File: src/rtl/decode_stage_if.sv
// Handshake and decoded-field bus between fetch, the decode stage and execute.
// The decode stage connects through the slave modport. The driver of in_* and
// consumer of out_* (fetch/execute, or a bench) connects through the master modport.
interface decode_stage_if #(
  parameter int XLEN = 32
);
  logic            in_valid;
  logic            in_ready;
  logic [31:0]     in_inst;
  logic [XLEN-1:0] in_pc;

  logic            out_valid;
  logic            out_ready;
  logic [XLEN-1:0] out_pc;
  logic [4:0]      out_rs1;
  logic [4:0]      out_rs2;
  logic [4:0]      out_rd;
  logic [6:0]      out_opcode;
  logic [2:0]      out_funct3;
  logic [6:0]      out_funct7;
  logic [XLEN-1:0] out_imm;
  logic            out_reg_write_en;
  logic [2:0]      out_wb_sel;
  logic            out_mem_req;
  logic            out_mem_write;
  logic            out_illegal;

  modport slave (
    input  in_valid, in_inst, in_pc, out_ready,
    output in_ready, out_valid, out_pc, out_rs1, out_rs2, out_rd,
           out_opcode, out_funct3, out_funct7, out_imm,
           out_reg_write_en, out_wb_sel, out_mem_req, out_mem_write,
           out_illegal
  );

  modport master (
    output in_valid, in_inst, in_pc, out_ready,
    input  in_ready, out_valid, out_pc, out_rs1, out_rs2, out_rd,
           out_opcode, out_funct3, out_funct7, out_imm,
           out_reg_write_en, out_wb_sel, out_mem_req, out_mem_write,
           out_illegal
  );
endinterface

File: src/rtl/decode_stage.sv
// Registered RV32I decode stage with a main slot and a skid slot, so fetch
// sees full throughput under back-pressure, plus a saturating stall counter.
// All out_* fields come straight from the main-slot register.
module decode_stage #(
  parameter int XLEN  = 32,
  parameter int CNT_W = 16
) (
  input  logic             clk,
  input  logic             reset,
  input  logic             flush,
  decode_stage_if.slave    bus,
  output logic [CNT_W-1:0] stall_cnt
);

  localparam logic [6:0] OPC_LUI      = 7'b0110111;
  localparam logic [6:0] OPC_AUIPC    = 7'b0010111;
  localparam logic [6:0] OPC_JAL      = 7'b1101111;
  localparam logic [6:0] OPC_JALR     = 7'b1100111;
  localparam logic [6:0] OPC_BRANCH   = 7'b1100011;
  localparam logic [6:0] OPC_LOAD     = 7'b0000011;
  localparam logic [6:0] OPC_STORE    = 7'b0100011;
  localparam logic [6:0] OPC_OP_IMM   = 7'b0010011;
  localparam logic [6:0] OPC_OP       = 7'b0110011;
  localparam logic [6:0] OPC_MISC_MEM = 7'b0001111;
  localparam logic [6:0] OPC_SYS      = 7'b1110011;

  // Writeback-select encoding shared with execute; 0 means "no writeback".
  localparam logic [2:0] WB_ALU = 3'd1;
  localparam logic [2:0] WB_MEM = 3'd2;
  localparam logic [2:0] WB_PC4 = 3'd3;
  localparam logic [2:0] WB_SYS = 3'd4;

  localparam logic MEM_REQ_READ  = 1'b0;
  localparam logic MEM_REQ_WRITE = 1'b1;

  typedef struct packed {
    logic [XLEN-1:0] pc;
    logic [4:0]      rs1;
    logic [4:0]      rs2;
    logic [4:0]      rd;
    logic [6:0]      opcode;
    logic [2:0]      funct3;
    logic [6:0]      funct7;
    logic [XLEN-1:0] imm;
    logic            reg_write_en;
    logic [2:0]      wb_sel;
    logic            mem_req;
    logic            mem_write;
    logic            illegal;
  } dec_t;

  dec_t            dec;
  dec_t            m_data;
  dec_t            s_data;
  logic            m_valid;
  logic            s_valid;
  logic            accept;
  logic            consume;

  logic [6:0]      opcode;
  logic [2:0]      funct3;
  logic [6:0]      funct7;
  logic [XLEN-1:0] imm_i;
  logic [XLEN-1:0] imm_s;
  logic [XLEN-1:0] imm_b;
  logic [XLEN-1:0] imm_u;
  logic [XLEN-1:0] imm_j;
  logic [XLEN-1:0] imm;
  logic            known;
  logic            bad;
  logic            writes;
  logic            is_mem;
  logic [2:0]      wb;

  assign opcode = bus.in_inst[6:0];
  assign funct3 = bus.in_inst[14:12];
  assign funct7 = bus.in_inst[31:25];

  // Every immediate format is sign-extended from inst[31] via a signed size cast.
  assign imm_i = XLEN'($signed(bus.in_inst[31:20]));
  assign imm_s = XLEN'($signed({bus.in_inst[31:25], bus.in_inst[11:7]}));
  assign imm_b = XLEN'($signed({bus.in_inst[31], bus.in_inst[7], bus.in_inst[30:25],
                                bus.in_inst[11:8], 1'b0}));
  assign imm_u = XLEN'($signed({bus.in_inst[31:12], 12'b0}));
  assign imm_j = XLEN'($signed({bus.in_inst[31], bus.in_inst[19:12], bus.in_inst[20],
                                bus.in_inst[30:21], 1'b0}));

  // Opcode classification: immediate format, writeback class and legality.
  always_comb begin
    known  = 1'b1;
    bad    = 1'b0;
    writes = 1'b0;
    is_mem = 1'b0;
    wb     = 3'd0;
    imm    = '0;
    case (opcode)
      OPC_LUI, OPC_AUIPC: begin
        writes = 1'b1;
        wb     = WB_ALU;
        imm    = imm_u;
      end
      OPC_JAL: begin
        writes = 1'b1;
        wb     = WB_PC4;
        imm    = imm_j;
      end
      OPC_JALR: begin
        writes = 1'b1;
        wb     = WB_PC4;
        imm    = imm_i;
        bad    = (funct3 != 3'b000);
      end
      OPC_BRANCH: begin
        imm = imm_b;
        bad = (funct3 == 3'b010) || (funct3 == 3'b011);
      end
      OPC_LOAD: begin
        writes = 1'b1;
        is_mem = 1'b1;
        wb     = WB_MEM;
        imm    = imm_i;
        bad    = (funct3 == 3'b011) || (funct3 == 3'b110) || (funct3 == 3'b111);
      end
      OPC_STORE: begin
        is_mem = 1'b1;
        imm    = imm_s;
        bad    = (funct3 >= 3'b011);
      end
      OPC_OP_IMM: begin
        writes = 1'b1;
        wb     = WB_ALU;
        imm    = imm_i;
        if (funct3 == 3'b001)
          bad = (funct7 != 7'b0000000);
        else if (funct3 == 3'b101)
          bad = (funct7 != 7'b0000000) && (funct7 != 7'b0100000);
      end
      OPC_OP: begin
        writes = 1'b1;
        wb     = WB_ALU;
        if ((funct7 != 7'b0000000) && (funct7 != 7'b0100000))
          bad = 1'b1;
        else if ((funct7 == 7'b0100000) && (funct3 != 3'b000) && (funct3 != 3'b101))
          bad = 1'b1;
      end
      OPC_MISC_MEM: begin
      end
      OPC_SYS: begin
        writes = 1'b1;
        wb     = WB_SYS;
        imm    = imm_i;
      end
      default: known = 1'b0;
    endcase
    if (!known || (bus.in_inst[1:0] != 2'b11))
      bad = 1'b1;
  end

  // Assemble the decoded record; fields pass through even when illegal.
  always_comb begin
    dec              = '0;
    dec.pc           = bus.in_pc;
    dec.rs1          = bus.in_inst[19:15];
    dec.rs2          = bus.in_inst[24:20];
    dec.rd           = bus.in_inst[11:7];
    dec.opcode       = opcode;
    dec.funct3       = funct3;
    dec.funct7       = funct7;
    dec.imm          = imm;
    dec.illegal      = bad;
    dec.reg_write_en = writes && !bad && (bus.in_inst[11:7] != 5'd0);
    dec.wb_sel       = bad ? 3'd0 : wb;
    dec.mem_req      = is_mem && !bad;
    dec.mem_write    = (opcode == OPC_STORE) ? MEM_REQ_WRITE : MEM_REQ_READ;
  end

  assign accept  = bus.in_valid && !s_valid;
  assign consume = m_valid && bus.out_ready;

  // Two-slot FIFO: the skid slot always drains into main before newer input.
  always_ff @(posedge clk or posedge reset) begin
    if (reset) begin
      m_valid <= 1'b0;
      s_valid <= 1'b0;
      m_data  <= '0;
      s_data  <= '0;
    end else if (flush) begin
      m_valid <= 1'b0;
      s_valid <= 1'b0;
    end else if (!m_valid || consume) begin
      if (s_valid) begin
        m_data  <= s_data;
        m_valid <= 1'b1;
        s_valid <= 1'b0;
      end else if (accept) begin
        m_data  <= dec;
        m_valid <= 1'b1;
      end else begin
        m_valid <= 1'b0;
      end
    end else if (accept) begin
      s_data  <= dec;
      s_valid <= 1'b1;
    end
  end

  // Count stalled output cycles, sticking at all-ones; flush leaves it alone.
  always_ff @(posedge clk or posedge reset) begin
    if (reset)
      stall_cnt <= '0;
    else if (m_valid && !bus.out_ready && (stall_cnt != {CNT_W{1'b1}}))
      stall_cnt <= stall_cnt + 1'b1;
  end

  assign bus.in_ready         = !s_valid;
  assign bus.out_valid        = m_valid;
  assign bus.out_pc           = m_data.pc;
  assign bus.out_rs1          = m_data.rs1;
  assign bus.out_rs2          = m_data.rs2;
  assign bus.out_rd           = m_data.rd;
  assign bus.out_opcode       = m_data.opcode;
  assign bus.out_funct3       = m_data.funct3;
  assign bus.out_funct7       = m_data.funct7;
  assign bus.out_imm          = m_data.imm;
  assign bus.out_reg_write_en = m_data.reg_write_en;
  assign bus.out_wb_sel       = m_data.wb_sel;
  assign bus.out_mem_req      = m_data.mem_req;
  assign bus.out_mem_write    = m_data.mem_write;
  assign bus.out_illegal      = m_data.illegal;

endmodule

File: src/flat_wrapper.sv
// flat-port wrapper written by rule: the top's interface ports become plain ports
module decode_stage_flat 
#(
  parameter int XLEN  = 32,
  parameter int CNT_W = 16
)
  (clk, reset, flush, stall_cnt, bus_in_valid, bus_in_inst, bus_in_pc, bus_out_ready, bus_in_ready, bus_out_valid, bus_out_pc, bus_out_rs1, bus_out_rs2, bus_out_rd, bus_out_opcode, bus_out_funct3, bus_out_funct7, bus_out_imm, bus_out_reg_write_en, bus_out_wb_sel, bus_out_mem_req, bus_out_mem_write, bus_out_illegal);
  decode_stage_if #(.XLEN(XLEN)) bus_i ();
  input  logic clk;
  input  logic reset;
  input  logic flush;
  output logic [CNT_W-1:0] stall_cnt;
  input wire logic [$bits(bus_i.in_valid)-1:0] bus_in_valid;
  input wire logic [$bits(bus_i.in_inst)-1:0] bus_in_inst;
  input wire logic [$bits(bus_i.in_pc)-1:0] bus_in_pc;
  input wire logic [$bits(bus_i.out_ready)-1:0] bus_out_ready;
  output wire logic [$bits(bus_i.in_ready)-1:0] bus_in_ready;
  output wire logic [$bits(bus_i.out_valid)-1:0] bus_out_valid;
  output wire logic [$bits(bus_i.out_pc)-1:0] bus_out_pc;
  output wire logic [$bits(bus_i.out_rs1)-1:0] bus_out_rs1;
  output wire logic [$bits(bus_i.out_rs2)-1:0] bus_out_rs2;
  output wire logic [$bits(bus_i.out_rd)-1:0] bus_out_rd;
  output wire logic [$bits(bus_i.out_opcode)-1:0] bus_out_opcode;
  output wire logic [$bits(bus_i.out_funct3)-1:0] bus_out_funct3;
  output wire logic [$bits(bus_i.out_funct7)-1:0] bus_out_funct7;
  output wire logic [$bits(bus_i.out_imm)-1:0] bus_out_imm;
  output wire logic [$bits(bus_i.out_reg_write_en)-1:0] bus_out_reg_write_en;
  output wire logic [$bits(bus_i.out_wb_sel)-1:0] bus_out_wb_sel;
  output wire logic [$bits(bus_i.out_mem_req)-1:0] bus_out_mem_req;
  output wire logic [$bits(bus_i.out_mem_write)-1:0] bus_out_mem_write;
  output wire logic [$bits(bus_i.out_illegal)-1:0] bus_out_illegal;
  assign bus_i.in_valid = bus_in_valid;
  assign bus_i.in_inst = bus_in_inst;
  assign bus_i.in_pc = bus_in_pc;
  assign bus_i.out_ready = bus_out_ready;
  assign bus_in_ready = bus_i.in_ready;
  assign bus_out_valid = bus_i.out_valid;
  assign bus_out_pc = bus_i.out_pc;
  assign bus_out_rs1 = bus_i.out_rs1;
  assign bus_out_rs2 = bus_i.out_rs2;
  assign bus_out_rd = bus_i.out_rd;
  assign bus_out_opcode = bus_i.out_opcode;
  assign bus_out_funct3 = bus_i.out_funct3;
  assign bus_out_funct7 = bus_i.out_funct7;
  assign bus_out_imm = bus_i.out_imm;
  assign bus_out_reg_write_en = bus_i.out_reg_write_en;
  assign bus_out_wb_sel = bus_i.out_wb_sel;
  assign bus_out_mem_req = bus_i.out_mem_req;
  assign bus_out_mem_write = bus_i.out_mem_write;
  assign bus_out_illegal = bus_i.out_illegal;
  decode_stage #(.XLEN(XLEN), .CNT_W(CNT_W)) u_core (.clk(clk), .reset(reset), .flush(flush), .bus(bus_i), .stall_cnt(stall_cnt));
endmodule
File: config.mk
export PLATFORM = sky130hd
export DESIGN_NAME = decode_stage_flat
export DESIGN_NICKNAME = d
export VERILOG_FILES = /design/src/rtl/decode_stage_if.sv /design/src/rtl/decode_stage.sv /design/src/flat_wrapper.sv
export SDC_FILE = /design/constraint.sdc
export NUM_CORES = 1
export LEC_CHECK = 0
export ABC_AREA = 1
export CAP_MARGIN = 15
export CORE_MARGIN = 5
export CORE_UTILIZATION = 53
export DETAILED_ROUTE_END_ITERATION = 7
export MAX_ROUTING_LAYER = met4
export PLACE_DENSITY = 0.79
export SKIP_LAST_GASP = 1
export SYNTH_ARGS = -nofsm -noshare
export SYNTH_HDL_FRONTEND = slang
export SYNTH_SLANG_ARGS = --single-unit
File: constraint.sdc
create_clock -name clk -period 10.1 [get_ports clk]
set_input_delay 1.515 -clock clk [delete_from_list [all_inputs] [get_ports clk]]
set_output_delay 1.515 -clock clk [all_outputs]
set_load 0.01 [all_outputs]
# Yosys cells after proc, flatten, opt, wreduce, memory -nomap -nowiden
# Cells that the tools add are included.
[op_classes]
addsub = 1
mul = 0
n_div = 0
order_cmp = 1
eq_ne = 22
shift = 0
n_mux = 22
bitwise_logic = 2
n_reduce_logical = 35
[op_table]
columns = ["cell", "count"]
rows = [
  ["2-to-1 mux 103 bit", 2],
  ["one-hot mux 32 bit (5 select lines)", 1],
  ["== test 7 x 6 -> 1 bit (second input constant)", 4],
  ["== test 7 bit (second input constant)", 4],
  ["adder 16 x 1 -> 16 bit (second input constant)", 1],
  ["2-to-1 mux 1 bit", 16],
  ["inequality test 16 bit (second input constant)", 1],
  ["== test 7 x 5 -> 1 bit (second input constant)", 2],
  ["one-hot mux 3 bit (4 select lines)", 1],
  ["OR reduction 11 bit", 1],
  ["logical AND 1 bit", 10],
  ["== test 3 bit (second input constant)", 3],
  ["OR reduction 4 bit", 2],
  ["OR reduction 8 bit", 1],
  ["== test 7 x 2 -> 1 bit (second input constant)", 1],
  ["== test 7 x 4 -> 1 bit (second input constant)", 1],
  ["inequality test 7 x 6 -> 1 bit (second input constant)", 1],
  ["nonzero test 7 bit", 1],
  ["== test 3 x 2 -> 1 bit (second input constant)", 2],
  ["one-hot mux 1 bit (6 select lines)", 1],
  ["AND reduction 3 bit", 2],
  ["nonzero test 3 bit", 2],
  ["OR reduction 2 bit", 3],
  ["zero test 1 bit", 5],
  ["other kinds (9)", 15],
]
[word_totals]
reg_bits = 224
latch_bits = 0
ramBits = 0
mem_bits_ro = 0
inputBits = 69
memories = 0

# Depth between registers and ports, before layout
# Gate-level depths: netlist (run 1).
[logic_depth]
depth_word = 12
ltp_mapped = 13

# Worst setup path before layout (run 1)
# OpenSTA, ideal clock, no wires.
[synth_path]
kind = "input to register"
from = "in bus_in_inst[1]"
to = "reg u_core.m_data, in the netlist u_core.bus.out_imm[21]"
setup_time_ns = 0.117
arrival_ns = 2.548
t_required_ns = 9.983
slack_ns = 7.435
path_stages = 11
n_path_buf = 1
path_cell_list = "nand2_1 > inv_2 > nand3_1 > nor2_1 > nor2_4 > nand3_4 > nand2_4 > buf_12 > o211ai_2 > nand2_1 > nand2_1"
[synth_between]
elab_chain_len = 5
[synth_lines]
columns = ["element", "line_no", "text"]
rows = [
  ["from (decl)", "flat_wrapper.sv:14", "input wire logic [$bits(bus_i.in_inst)-1:0] bus_in_inst;"],
  ["== test 7 bit, or another cell as far along", "decode_stage.sv:96", "case (opcode)"],
  ["OR reduction 4 bit (no source line) / OR reduction 2 bit (equally long branches)", "-", ""],
  ["one-hot mux 32 bit (5 select lines) (*)", "decode_stage.sv:96", ""],
  ["2-to-1 mux 103 bit (*)", "decode_stage.sv:195", "end else if (accept) begin"],
  ["2-to-1 mux 103 bit (*)", "decode_stage.sv:191", "if (s_valid) begin"],
  ["to (signal assigned)", "decode_stage.sv:192", "m_data <= s_data;"],
  ["to (decl)", "decode_stage.sv:53", "dec_t m_data;"],
]
# Every way passes the cells marked *; elsewhere a longest branch is shown, timed or not. The select of a mux whose other input is x is not followed.
# A chain may end at the register's enable or synchronous reset.

# Worst setup path in the final report (run 1)
[layout_path]
from = "reg u_core.s_valid"
to = "out bus_in_ready"
[layout_between]
elab_chain_len = 1
[layout_lines]
columns = ["element", "line_no", "text"]
rows = [
  ["from (decl)", "decode_stage.sv:56", "logic s_valid;"],
  ["from (signal assigned)", "decode_stage.sv:184", "s_valid <= 1'b0;"],
  ["from (signal assigned)", "decode_stage.sv:189", "s_valid <= 1'b0;"],
  ["from (signal assigned)", "decode_stage.sv:194", "s_valid <= 1'b0;"],
  ["zero test 1 bit", "decode_stage.sv:215", "assign bus.in_ready = !s_valid;"],
  ["to (decl)", "flat_wrapper.sv:17", "output wire logic [$bits(bus_i.in_ready)-1:0] bus_in_ready;"],
]
# Every way passes these cells.

==> results of run 1 <==
-- worst max-delay path: cells and delay by family (launching register included) --
family   cells  cell delay [ps]
buf+inv      3             2070
flops        1              410
-- routing by layer --
metal,up-vias,wire [µm],GRT usage (%)
met5,-,0,-
met4,0,562,5.950
met3,45,1845,3.950
met2,306,12400,37.75
met1,4095,10990,31.93
li1,4283,-,-
-- power breakdown --
part	total (W)	switching [W]	internal (W)
combinational	0.000447	0.000223	0.000224
sequential	0.00115	0.0000936	0.00105
clock	0.000838	0.000347	0.000491
-- state kept, by name, summed over array words and instances, names as in the netlist, 5 cells and up --
register and cells:
u_core.bus.out_funct7 7, u_core.bus.out_rs1 5, u_core.bus.out_rd 5, u_core.bus.out_imm 32
u_core.stall_cnt 16, u_core.bus.out_pc 32, u_core.s_data 103, u_core.bus.out_opcode 7
u_core.bus.out_rs2 5
-- per-stage QoR --
step           hold slack (ps)  setup WS (ps)  utilization, %
2_1_floorplan            447.8           2451               -
3_3_place_gp             460.6           5791           64.72
3_5_place_dp             468.1           5743           64.72
4_1_cts                  482.8           5518           68.62
5_1_grt                  502.4           5365           68.76
6_report                 478.0           5556           68.76
-- cell usage after synthesis, types with 5 or more instances --
master      n
a21oi_1    24
a31oi_1    23
buf_1       6
buf_2      12
clkbuf_1   47
dfrtp_1   224
inv_1      82
inv_2      11
nand2_1   360
nand2_2     7
nand3_1    47
nand3_2     8
nor2_1     87
nor2_2      6
nor2_4      5
o21ai_0   195
o21ai_1    36
or2_2       8
xnor2_1     5
xor2_1      9
-- area by class of cell --
class                   instances  area [µm²]
inverters                      94       366.6
fillers                      1542        5882
multi-input cells             846        3961
clock buffers                  35       683.2
flip-flops and latches        224        5605
repair buffers                195        1957
well taps                     260       325.3
clock inverters                 5       50.05
-- cells by family after synthesis --
family	after synthesis
simple gates	542
flops	224
compound gates	289
xor+xnor	14
fa+ha+maj	1
buf+inv	164
-- worst max path at each step --
stage,start,endpoint,cells after the start
after global placement,bus_in_valid,u_core.bus.out_mem_write$_DFFE_PP0P_,10
after floorplan,reset,u_core.bus.out_funct3[0]$_DFFE_PP0P_,1
final,u_core.s_valid$_DFFE_PP0P_,bus_in_ready,3
after global routing,u_core.s_valid$_DFFE_PP0P_,bus_in_ready,3
after detailed placement,bus_in_valid,u_core.bus.out_mem_write$_DFFE_PP0P_,10
after CTS,u_core.s_valid$_DFFE_PP0P_,bus_in_ready,3
==> impl_results.md, run 1 <==
- Worst-skew pair later-pin latency: 510 ps
- Final Hold Fails: 0
- Power Density: 187.8 mW/mm²
- Reg2reg start: u_core.s_valid$_DFFE_PP0P_
- Number of synthesized flops with an enable pin: 0
- Vias in the first global route: 8370
- Antenna Cells: 0
- Dominant synthesized flop cell: dfrtp_1
- Fin crit period: 4544 ps
- Hold endpoint: u_core.bus.out_imm[27]$_DFFE_PP0P_
- Die Wd: 148.9 µm
- HP Class: register to register
- Fmax: 0.2201 GHz
- Slew @ Worst Pin: 1145 ps
- Reg-to-reg setup timing slack: 5840 ps
- Maximum clock path buffer count: 3
- XOR/XNOR Fraction of Synth Area: 1.199%
- Largest family of logic cells by synthesized area: simple AND/OR/NAND/NOR gates
- Yosys cell types: 38
- Root Driver: clkbuf_16
- Initial antenna violation count: 0
- Synth Area in Compound Gates: 14.85%
- GP Congestion: 0.9088
- Post-CTS Resized: 0
- Adder-cell share of the synthesized area: 0.1223%
- HP Start: u_core.bus.out_imm[27]$_DFFE_PP0P_
- Final setup violation count: 0
- Die height: 148.9 µm
- Crit path max fanout: 96
- Critical path class: register to primary output
- Final nets: 1455
- # placed instances: 1618
- Post-synth top area share: 54.79%
- Post-CTS Hold Buffers: 0
- I/O pin count: 190
- Ys async rst share: 100.0%
- H-tree depth: 1
- Syn_nets: 1304
- Synth Cell Area: 0.01023 mm²
- Drt wl/cell: 15.55 µm
- Data required time of the worst path: 8590 ps
- Via density: 5.262
- Worst VDD drop: 0.2088 mV
- Finished Layout Cells: 1659
- Fin area: 0.01295 mm²
- Mux share of post-synthesis cell area: 0%
- Share of post-route cells with drive strength above 1: 6.862%
- Via Count: 8729
- Simple-Gate Fraction of Synth Area: 22.48%
- Placed wire-length estimate: 16750 µm
- Yosys warns: 0
- CTS buffer count: 24
- Final Skew: 10.18 ps
- Critical path cell sequence: inv_4, buf_4, clkdlybuf4s50_1
- Register area share after synthesis: 54.79%
- CP Launch Type: register
- Port Buffers: 189
- Worst-case reg-to-reg path depth: 10
- Leakage: 6.388 nW
- Slowest stage cell, crit path: buf_4
- Clock sinks: 224
- CORE AREA: 0.01883 mm²
- Most common cell after layout, fill and taps aside: nand2_1
- CP peak stage delay: 800 ps
- Initial Utilization: 54.33%
- Area contributors post-synth: dfrtp_1 (55%), nand2_1 (13%), o21ai_0 (9.5%)
- CP arrival: 3030 ps
- Final Power: 0.002431 W
- Final Cycle Share: 44.99%
- Initial detailed-routing violation count: 622
- Antenna viol nets, final: 0
- Die area: 0.02218 mm²
- Status: finished, final reports clean
- Overall Global Routing Usage: 23.64%
- Iteration count of the initial detailed-routing pass: 5
- TritonCTS clock tree: done
- Largest net degree at the start of global routing: 159
- Number of max-cap violations: 0
- Max Slew Vio Count: 0
- Number of setup buffers added after CTS: 0
- Final WL: 25800 µm
- Area after DPL: 0.01219 mm²
- Area added between synthesis and finish: 26.58%
- #FFs+latches synth: 224
- Grt total ovfl: 0
- Setup tns final: 0 ps
- Clock Pin Slew Worst Setup and Hold Paths: 60 ps
- Avg Cell Area, Syn: 8.290 µm²
- Crit end category: primary output
- Synth area leader: dfrtp_1
- # rows: 50
- Most frequent cells in the layout: nand2_1 (359), dfrtp_1 (224), o21ai_0 (195)
- Post-Syn Instances: 1234
- DRC: 0
- Reg-to-Reg End: u_core.bus.out_mem_write$_DFFE_PP0P_
- Hold path cells: 2
- Setup repair after global routing missed its margin: no
- First-pass GRT wire length: 42170 µm
- Slew margin rel.: 23.67%
Power figures use the tool's default switching activity.
==> run 2, diff against run 1 <==
Clock period 10.1 ns to 4.6 ns, I/O delays scaled along.
==> impl_results.md, run 2 (synthesized netlist as in run 1, its figures left out) <==
- Status: finished, final reports clean
- Overall Global Routing Usage: 23.74%
- Data required time of the worst path: 5020 ps
- Clock sinks: 224
- Iteration count of the initial detailed-routing pass: 5
- Worst VDD drop: 0.2680 mV
- CORE AREA: 0.01883 mm²
- I/O pin count: 190
- HP Class: register to register
- Setup slack at placement: 1662 ps
- First-pass GRT wire length: 42380 µm
- Antenna viol nets, final: 0
- H-tree depth: 1
- TritonCTS clock tree: done
- Max FFs per register: 103
- Final Skew: 14.25 ps
- CP arrival: 3220 ps
- Setup repair after global routing missed its margin: no
- Post-CTS Hold Buffers: 0
- CP Launch Type: register
- Most frequent cells in the layout: nand2_1 (359), dfrtp_1 (224), o21ai_0 (195)
- Net load switching power: 0.001468 W
- Die Wd: 148.9 µm
- Via Count: 8820
- Setup tns final: 0 ps
- Initial detailed-routing violation count: 640
- Worst-skew pair later-pin latency: 510 ps
- CTS buffer count: 24
- Finished Core Util: 69.85%
- Share of post-route cells with drive strength above 1: 7.676%
- Initial antenna violation count: 0
- Drt wl/cell: 15.45 µm
- Via density: 5.288
- GP Congestion: 0.9006
- Grt total ovfl: 0
- Reg area: 0.005605 mm²
- Maximum clock path buffer count: 3
- DRC: 0
- Fill cell count: 1512
- Area added between synthesis and finish: 28.57%
- Port Buffers: 189
- Reg-to-reg setup timing slack: 1800 ps
- Fin area: 0.01315 mm²
- Combinational share of power: 17.7%
- Initial Utilization: 54.33%
- Final setup violation count: 0
- Clk pwr share: 37.2%
- Root Driver: clkbuf_16
- Largest net degree at the start of global routing: 138
- Largest register by flop count: u_core.s_data
- Slew margin rel.: 33.32%
- Post-CTS Resized: 0
- Met3 usage: 3.555%
- Clock Pin Slew Worst Setup and Hold Paths: 60 ps
- Area after DPL: 0.01225 mm²
- Met2 Use GR: 38.18%
- Number of setup buffers added after CTS: 0
- Slew @ Worst Pin: 998.8 ps
- Die height: 148.9 µm
- Sequential cell fraction of total power: 45.0%
- Most common cell after layout, fill and taps aside: nand2_1
- Final nets: 1459
- Placed wire-length estimate: 16970 µm
- Area of the multi-input gates: 0.003961 mm²
- Power Density: 425.0 mW/mm²
- Crit path max fanout: 73
- Vias in the first global route: 8414
- Critical path class: register to register
- GR peak layer: met2
- Final WL: 25770 µm
- Leakage: 6.484 nW
- Die area: 0.02218 mm²
- GR Util met1: 31.91%
- Fmax: 0.3572 GHz
- Int Pwr: 0.004122 W
- Max Slew Vio Count: 0
- Final Cycle Share: 60.86%
- Final Hold Fails: 0
- Switching Fraction: 26.27%
- PnR worst setup slack: 1800 ps
- Fin crit period: 2800 ps
- # rows: 50
- Number of max-cap violations: 0
- Crit end category: register
-- run 2: changes by cell type in the layout (fill, tap and decap cells not counted) --
cell | previous run | this run
clkinvlp_4 | 0 | 2
inv_8 | 1 | 0
bufinv_16 | 1 | 4
buf_12 | 0 | 3
buf_4 | 5 | 6
clkbuf_1 | 8 | 4
clkbuf_8 | 2 | 6
diode_2 | 0 | 1
-- run 2: worst paths after layout --
kind | start | to | cells past startpoint
setup / recovery | u_core.s_valid$_DFFE_PP0P_ | u_core.bus.out_opcode[6]$_DFFE_PP0P_ | 10
hold / removal | u_core.bus.out_imm[23]$_DFFE_PP0P_ | u_core.bus.out_imm[23]$_DFFE_PP0P_ | 2
setup reg to reg | u_core.s_valid$_DFFE_PP0P_ | u_core.bus.out_opcode[6]$_DFFE_PP0P_ | 10
hold reg to reg | u_core.bus.out_imm[23]$_DFFE_PP0P_ | u_core.bus.out_imm[23]$_DFFE_PP0P_ | 2
max in group asynchronous | reset | u_core.bus.out_pc[30]$_DFFE_PP0P_ | 3
min in group asynchronous | reset | u_core.bus.out_pc[15]$_DFFE_PP0P_ | 3
-- run 2: area by class of cell --
class,count,area share [%]
Antenna cell,1,0.01903
Clock buffer,35,5.498
Clock inverter,9,1.123
Inverter,94,2.759
Multi-Input combinational cell,846,30.12
Sequential cell,224,42.62
Tap cell,260,2.473
Timing Repair Buffer,199,15.39
-- run 2: worst max-delay path, cell delays in order, from the launching register on --
cell and delay [ps]:
dfrtp_1 360, buf_4 240, inv_4 310, a21oi_1 160
inv_2 120, nor2_4 30, buf_4 220, inv_4 580
buf_4 460, nand2_1 100, o21ai_0 90
-- run 2: power groups by stage --
stage               clock (W)  combinational (W)  sequential (W)
detailed placement          0           0.000998         0.00254
floorplan                   0           0.000444         0.00257
finish                0.00208           0.000991         0.00252
global placement            0           0.000965         0.00253
CTS                   0.00212            0.00100         0.00252
global route          0.00221            0.00111         0.00256
-- run 2: per-layer routing --
metal / up-vias / routed length (µm) / share of wire, %
li1: 4301 / - / -
met3: 55 / 1646 / 6.4
met1: 4179 / 10980 / 43
met2: 285 / 12600 / 49
met4: 0 / 549 / 2.1
met5: - / 0 / 0
-- run 2: through the flow --
step	power [W]	instances	hold WS [ps]
2_1_floorplan	0.003014	1234	447.8
3_3_place_gp	0.003496	1622	459.8
3_5_place_dp	0.003542	1622	465.4
4_1_cts	0.005641	1666	482.8
5_1_grt	0.005880	1667	497.2
6_report	0.005590	1668	479.3
==> run 3, diff against run 2 <==
Settings changed: CORE_UTILIZATION 53 to 48, PLACE_DENSITY 0.79 to 0.75.
Clock period 4.6 ns to 2.3 ns, I/O delays scaled along.
==> impl_results.md, run 3 (synthesized netlist as in run 1, its figures left out) <==
- HP Class: input port to asynchronous set/reset pin
- Post-CTS Hold Buffers: 0
- Setup tns final: 0 ps
- Antenna viol nets, final: 0
- Vias in the first global route: 8522
- Via Count: 8794
- Critical path cell sequence: inv_4, clkdlybuf4s50_1
- Clock sinks: 224
- Worst-skew pair later-pin latency: 510 ps
- Area added between synthesis and finish: 30.61%
- Max FFs per register: 103
- Final Hold Fails: 0
- Die Wd: 156.0 µm
- Critical path class: register to primary output
- Status: finished, final reports clean
- Iteration count of the initial detailed-routing pass: 5
- Leakage: 6.587 nW
- Die area: 0.02433 mm²
- Final Cycle Share: 83.83%
- Final setup violation count: 0
- CORE AREA: 0.02102 mm²
- Port Buffers: 189
- Slew @ Worst Pin: 734.0 ps
- Initial antenna violation count: 1
- # rows: 53
- Most common cell after layout, fill and taps aside: nand2_1
- Area after DPL: 0.01250 mm²
- Fin area: 0.01336 mm²
- GP Congestion: 0.8844
- CTS buffer count: 24
- Overall Global Routing Usage: 22.23%
- Clock Pin Slew Worst Setup and Hold Paths: 60 ps
- Drt wl/cell: 15.42 µm
- Most frequent cells in the layout: nand2_1 (359), dfrtp_1 (224), o21ai_0 (195)
- Slowest stage cell, crit path: clkdlybuf4s50_1
- Share of post-route cells with drive strength above 1: 8.702%
- Fmax: 0.5187 GHz
- H-tree depth: 1
- Worst VDD drop: 0.5702 mV
- First-pass GRT wire length: 43500 µm
- Fin crit period: 1928 ps
- Crit end category: primary output
- Setup repair after global routing missed its margin: no
- Finished Core Util: 63.56%
- Max Slew Vio Count: 0
- Data required time of the worst path: 1960 ps
- Largest net degree at the start of global routing: 108
- Crit path max fanout: 4
- Post-CTS Resized: 0
- CP peak stage delay: 560 ps
- Maximum clock path buffer count: 3
- Power Density: 839.4 mW/mm²
- Top Family by Delay on Critical Path: buffers and inverters
- Placed wire-length estimate: 17910 µm
- DRC: 0
- Initial Utilization: 48.66%
- Grt total ovfl: 0
- Final WL: 26220 µm
- Largest register by flop count: u_core.s_data
- TritonCTS clock tree: done
- WP buf/inv: 2
- Root Driver: clkbuf_16
- I/O pin count: 190
- Final Skew: 17.65 ps
- Via density: 5.170
- Number of max-cap violations: 0
- Die height: 156.0 µm
- Initial detailed-routing violation count: 658
- CP Launch Type: register
- Number of setup buffers added after CTS: 0
- Final nets: 1477
- CP arrival: 1580 ps
- Slew margin rel.: 51.07%
run 3: metrics by stage:
| step | cells | hold slack [ps] | total power, W | setup WS (ps) |
|---|---|---|---|---|
| final | 1701 | 107.0 | 0.01122 | 372.0 |
| after CTS | 1700 | 89.30 | 0.01134 | 344.8 |
| after floorplan | 1234 | 447.8 | 0.006028 | -969.0 |
| after global placement | 1656 | 461.1 | 0.007039 | 55.02 |
| after global routing | 1701 | 98.12 | 0.01181 | 317.1 |
| after detailed placement | 1656 | 464.3 | 0.007124 | 12.28 |
run 3: cell type report:
cell class	count	area, µm²
antenna	1	2.502
clock buffer	33	675.6
clock inverter	11	182.7
fill	1711	7660
inverter	94	362.8
multi-input combinational	846	3961
sequential	224	5605
tap	275	344.1
timing repair buffer	217	2227
run 3: worst reg2reg max path, delay by kind of cell (launching register included):
family / cells / cell delay [ps]
xor+xnor: 1 / 160
fa+ha+maj: 1 / 240
flops: 1 / 420
simple gates: 7 / 890
run 3: power by group:
| group | internal [W] | leakage [nW] | switching [W] |
|---|---|---|---|
| sequential | 0.00462 | 2.87 | 0.000400 |
| combinational | 0.00102 | 3.30 | 0.000992 |
| clock | 0.00262 | 0.420 | 0.00156 |
run 3: final timing paths:
| kind | startpoint | to | slack (ps) | depth (start not counted) |
|---|---|---|---|---|
| max | u_core.s_valid$_DFFE_PP0P_ | bus_in_ready | 370 | 2 |
| min | reset | u_core.bus.out_pc[16]$_DFFE_PP0P_ | 110 | 2 |
| max reg2reg | u_core.stall_cnt[1]$_DFFE_PP0P_ | u_core.stall_cnt[9]$_DFFE_PP0P_ | 510 | 9 |
| min reg2reg | u_core.s_data[85]$_DFFE_PP0P_ | u_core.s_data[85]$_DFFE_PP0P_ | 480 | 2 |
| max in group asynchronous | reset | u_core.bus.out_rs2[4]$_DFFE_PP0P_ | 1410 | 4 |
| min in group clk | bus_in_pc[27] | u_core.s_data[98]$_DFFE_PP0P_ | 420 | 3 |
run 3: per-layer routing:
layer  share of wire (%)  global-route usage [%]
met1                  43                   30.40
met2                  47                   34.51
met3                 6.8                   3.495
met4                 2.6                   6.669
met5                   0                       -
